===== src/rtl/alu_cmd_seq.sv =====
// rtl/alu_cmd_seq.sv - command sequencer feeding a 4-bit ALU from a small register file
module alu_cmd_seq #(
  parameter int NREG = 4,
  parameter int W    = 4
) (
  input  logic                    clk,
  input  logic                    rst_n,
  input  logic                    cmd_valid,
  output logic                    cmd_ready,
  input  logic [2:0]              cmd_op,
  input  logic [$clog2(NREG)-1:0] cmd_rd,
  input  logic [$clog2(NREG)-1:0] cmd_rs1,
  input  logic [$clog2(NREG)-1:0] cmd_rs2,
  input  logic                    cmd_imm_en,
  input  logic [W-1:0]            cmd_imm,
  output logic [W-1:0]            alu_a,
  output logic [W-1:0]            alu_b,
  output logic [2:0]              alu_ch,
  input  logic [W-1:0]            alu_f,
  input  logic                    zero_f,
  input  logic                    over_f,
  input  logic                    cout_f,
  output logic                    res_valid,
  input  logic                    res_ready,
  output logic [W-1:0]            res_data,
  output logic [$clog2(NREG)-1:0] res_rd,
  output logic                    res_z,
  output logic                    res_o,
  output logic                    res_c
);

  localparam int IW = $clog2(NREG);
  localparam logic [2:0] OP_MOVE = 3'b010;

  typedef enum logic [1:0] {IDLE, EXEC, DONE} state_t;

  state_t         state;
  state_t         next_state;
  logic [W-1:0]   regs [NREG];
  logic [IW-1:0]  rd_q;
  logic           cmd_fire;
  logic           is_move;
  logic [W-1:0]   wb_data;
  logic           wb_z;
  logic           wb_o;
  logic           wb_c;

  assign cmd_ready = (state == IDLE) && rst_n;
  assign cmd_fire  = cmd_valid && cmd_ready;

  always_ff @(posedge clk or negedge rst_n) begin
    if (!rst_n) state <= IDLE;
    else        state <= next_state;
  end

  always_comb begin
    next_state = state;
    case (state)
      IDLE:    if (cmd_valid) next_state = EXEC;
      EXEC:    next_state = DONE;
      DONE:    if (res_ready) next_state = IDLE;
      default: next_state = IDLE;
    endcase
  end

  // Move bypasses the ALU result and flags; only the zero-detect is local.
  always_comb begin
    is_move = (alu_ch == OP_MOVE);
    wb_data = alu_f;
    wb_z    = zero_f;
    wb_o    = over_f;
    wb_c    = cout_f;
    if (is_move) begin
      wb_data = alu_b;
      wb_z    = (alu_b == '0);
      wb_o    = 1'b0;
      wb_c    = 1'b0;
    end
  end

  // The ALU input registers double as the latched operands, so they
  // naturally hold their last value outside EXEC.
  always_ff @(posedge clk or negedge rst_n) begin
    if (!rst_n) begin
      for (int i = 0; i < NREG; i++) regs[i] <= '0;
      alu_a     <= '0;
      alu_b     <= '0;
      alu_ch    <= '0;
      rd_q      <= '0;
      res_valid <= 1'b0;
      res_data  <= '0;
      res_rd    <= '0;
      res_z     <= 1'b0;
      res_o     <= 1'b0;
      res_c     <= 1'b0;
    end else begin
      case (state)
        IDLE: begin
          if (cmd_fire) begin
            alu_a  <= regs[cmd_rs1];
            alu_b  <= cmd_imm_en ? cmd_imm : regs[cmd_rs2];
            alu_ch <= cmd_op;
            rd_q   <= cmd_rd;
          end
        end
        EXEC: begin
          regs[rd_q] <= wb_data;
          res_valid  <= 1'b1;
          res_data   <= wb_data;
          res_rd     <= rd_q;
          res_z      <= wb_z;
          res_o      <= wb_o;
          res_c      <= wb_c;
        end
        DONE: begin
          if (res_ready) res_valid <= 1'b0;
        end
        default: ;
      endcase
    end
  end

endmodule

===== config.mk =====
export PLATFORM = sky130hd
export DESIGN_NAME = alu_cmd_seq
export DESIGN_NICKNAME = d
export VERILOG_FILES = /design/src/rtl/alu_cmd_seq.sv
export SDC_FILE = /design/constraint.sdc
export NUM_CORES = 1
export LEC_CHECK = 0
export ABC_AREA = 0
export CAP_MARGIN = 20
export CORE_UTILIZATION = 52
export CTS_CLUSTER_DIAMETER = 200
export DETAILED_ROUTE_END_ITERATION = 16
export PLACE_DENSITY = 0.84
export SETUP_SLACK_MARGIN = 0.4
export SYNTH_ARGS = -nofsm -noshare
export SYNTH_HDL_FRONTEND = slang
export SYNTH_SLANG_ARGS = --single-unit

===== constraint.sdc =====
create_clock -name clk -period 3.1 [get_ports clk]
set_input_delay 0.31 -clock clk [delete_from_list [all_inputs] [get_ports clk]]
set_output_delay 0.31 -clock clk [all_outputs]
set_load 0.005 [all_outputs]

==> impl.org <==
** Drt
- The count of nets left with antenna violations once routing finished came out at 0.
- Number of vias per cell after detailed routing :: 5.58
- After detailed routing, the average wire length per cell comes to 16.0 um.
- The first detailed-routing pass took 4 iterations.
- After detailed routing, the number of remaining DRC violations is 0.
- The detailed router finished its first iteration with 68 violations.
- Wire length reported by the detailed router :: 4.00 mm
- Detailed routing inserted a total of 1396 vias.

** Finish
- Final Util :: 0.715
- The library cell used most frequently in the layout, excluding fill and tap cells, is sky130_fd_sc_hd__clkdlybuf4s50_1.
- For this run, the post-layout net count is 228.
- Top library cells by usage in the layout, fill and taps aside :: 45 x sky130_fd_sc_hd__clkdlybuf4s50_1, 41 x sky130_fd_sc_hd__dfrtp_1, 20 x sky130_fd_sc_hd__nand2_1
- In the final layout, the share of cells above drive strength 1 is 0.127.
- Compared with the post-synthesis result, the final layout area differs by 28.6%.
- The repair_antennas step left the layout with diodes totalling 0.

** Flow run
- The tool flagged a number of max-cap violations equal to 0.

** Global routing
- Via count of the first global-routing pass :: 1414
- Largest net degree at the start of global routing :: 34
- For this run, the total global-route usage over all layers was measured as 0.224.
- For this run the aggregate overflow at the end of global routing stands at 0.
- The number of antenna violations at the first check in global routing came to 0.
- Global-route wire length before repair :: 6.71 mm

** Worst setup path
- At the worst endpoint, the arrival time is 1.90 ns.
- The worst setup path is launched from an input port.
- In this design, the stage delay of the slowest critical-path cell is 0.55 ns.
- The worst setup path is captured at an output port.
- Critical-path top delay cell :: sky130_fd_sc_hd__clkdlybuf4s50_1
- Crit path required time :: 2.79 ns
- Critical path, cell by cell :: dlygate4sd3_1, buf_2, nor3b_1, clkdlybuf4s50_1
- Largest fanout on the critical path :: 11
- By startpoint and endpoint, the worst setup path is classified as input port to output port.

** Clock tree
- Postcts setup bufs :: 0
- Clock-pin slew was measured on the worst setup and hold paths at 0.11 ns.
- CTS-repair resized insts :: 0
- Clock latency at the later pin of the worst-skew pair :: 0.34 ns
- Depth of the CTS H-tree :: 2
- TritonCTS built the clock tree.
- Buffers inserted to repair hold after CTS numbered 1.
- TritonCTS created 5 clock buffers.
- Root Buffer :: sky130_fd_sc_hd__clkbuf_4
- Counting every sink on the clock net gives 41.
- In this run the deepest clock path goes through 2 buffers.

** STA
- Measured against its own limit, the worst slew margin works out to 0.466.
- For the pin with the worst max-slew slack, the measured transition is 0.800 ns.
- Of the available clock period, the critical path in the final layout requires 0.713.
- Count of final hold-check violations :: 0
- The number of slew-limit violations in the final report was 0.
- Worst setup skew after layout :: 0.00580 ns
- Setup repair after global routing missed its margin :: false
- Setup total negative slack on the finished layout was measured at 0 ns.
- Finish-stage setup viols :: 0
- Counting I/O delays and the setup requirement, the final critical path takes 2.21 ns.
- Timing would allow up to 0.453 GHz.

** Logic synthesis
- When the netlist entered floorplanning its net count stood at 179.
- Average footprint of a synthesized cell :: 12.3 um2
- Synthesized cell area :: 1900 um2
- Proportion of netlist area held by the largest area contributor :: 0.540
- The biggest area contributor in the post-synthesis netlist is sky130_fd_sc_hd__dfrtp_1.
- In the post-synthesis netlist, the biggest area contributors are sky130_fd_sc_hd__dfrtp_1 54%, sky130_fd_sc_hd__mux4_1 5.5%, sky130_fd_sc_hd__a21oi_1 4.7%.
- The share of the Yosys chip area taken by registers is 0.540.
- The synthesized design contains 41 register bits.
- Number of warnings issued by yosys :: 0
- Number of distinct library cell variants in the gate-level netlist after synthesis :: 24
- Synthesis produced a netlist whose cell count is 154.

** Die
- The core region is 3420 um2.
- The die covers 3900 um2.
- Number of top-level pins :: 47
- Die width :: 62.4 um
- Measured along the y axis, the die boundary spans 62.4 um.
- Initial Util :: 0.556
- Count of standard-cell rows :: 21

** Place
- IO Port Bufs :: 46
- DP Wirelength :: 3.00 mm
- Routability Congestion :: 0.811

** Pwr
- Maximum ir drop on the vdd rail :: 0.443 mV
- The analysis attributes to cell leakage a power of 1.01 nW.
- Power density over the cells :: 886 nW/um2

** Status
- Run status :: completed

** Hold path
- The tightest min-delay check is of the input port to asynchronous set/reset pin type.
final timing paths:
path / from / to / slack [ns] / cells after the start
max: rst_n / cmd_ready / 0.89 / 4
min: rst_n / res_rd[1] / 0.36 / 2
max reg2reg: state[1] / alu_ch[2] / 1.18 / 2
min reg2reg: res_rd[0] / res_rd[0] / 0.50 / 2
max in group asynchronous: rst_n / regs[15] / 2.05 / 3
min in group clk: res_rd[0] / res_rd[0] / 0.50 / 2
where the power goes:
group          internal [mW]  total (mW)  switching [mW]
Sequential             0.783        1.02           0.234
Clock                 0.0865       0.251           0.165
Combinational          0.558       0.896           0.338
Total                   1.43        2.16           0.737
cell families (layout without fill, tap and decap cells):
group | Yosys count | after routing | synth area share
buf+inv | 9 | 59 | 0.0290
compound gates | 30 | 30 | 0.0791
simple gates | 48 | 48 | 0.136
flops | 41 | 41 | 0.540
mux | 26 | 26 | 0.215
layer usage:
metal	vias up	routed length (um)	GRT usage
met1	687	1600	0.280
met2	55	2080	0.383
li1	648	-	-
met3	6	276	0.0639
met5	-	0	0
met4	0	46	0.0581
worst max-delay path: cells and delay by family:
kind                   cells  cell delay, ns
AND/OR/NAND/NOR            1            0.25
buffers and inverters      3            1.34
registers in the layout (all words and copies together), names as in the netlist:
register and count:
alu_a 4, alu_b 4, alu_ch 3, rd_q 2, regs 16, res_c 1
res_data 4, res_o 1, res_rd 2, res_valid 1, res_z 1, state 2
cell usage after synthesis:
cell                       number
sky130_fd_sc_hd__dfrtp_1       41
sky130_fd_sc_hd__nand2_1       20
sky130_fd_sc_hd__a21oi_1       18
sky130_fd_sc_hd__nor2_1        16
sky130_fd_sc_hd__mux2i_1        9
sky130_fd_sc_hd__o21ai_1        8
sky130_fd_sc_hd__mux2_4         6
sky130_fd_sc_hd__buf_2          5
sky130_fd_sc_hd__mux4_1         4
sky130_fd_sc_hd__mux4_2         4
sky130_fd_sc_hd__o21ai_0        4
sky130_fd_sc_hd__mux2_2         3
sky130_fd_sc_hd__buf_6          2
sky130_fd_sc_hd__nand2b_1       2
sky130_fd_sc_hd__nor3b_1        2
sky130_fd_sc_hd__nor4bb_1       2
sky130_fd_sc_hd__and4bb_1       1
sky130_fd_sc_hd__clkbuf_1       1
sky130_fd_sc_hd__inv_1          1
sky130_fd_sc_hd__nand4b_1       1
sky130_fd_sc_hd__nor2b_1        1
sky130_fd_sc_hd__nor3b_4        1
sky130_fd_sc_hd__nor4_1         1
sky130_fd_sc_hd__nor4b_4        1
stage by stage:
stage,cell area (um2),cells,hold WS (ns),setup slack [ns],power [mW]
2_1_floorplan,1900,154,0.0144,1.73,1.49
4_1_cts,2440,249,0.334,0.882,2.18
3_5_place_dp,2380,240,0.190,1.05,1.93
6_report,2440,250,0.364,0.890,2.16
5_1_grt,2440,250,0.346,0.818,2.32
3_3_place_gp,2380,240,0.183,1.10,1.86
area by class of cell:
cell class | count | area (um2)
timing repair buffer | 50 | 485
clock inverter | 2 | 10.0
clock buffer | 6 | 41.3
inverter | 1 | 3.75
sequential | 41 | 1030
tap | 46 | 57.6
multi-input combinational | 104 | 818
fill | 247 | 973
No activity file was read; power rests on OpenSTA's default activity.
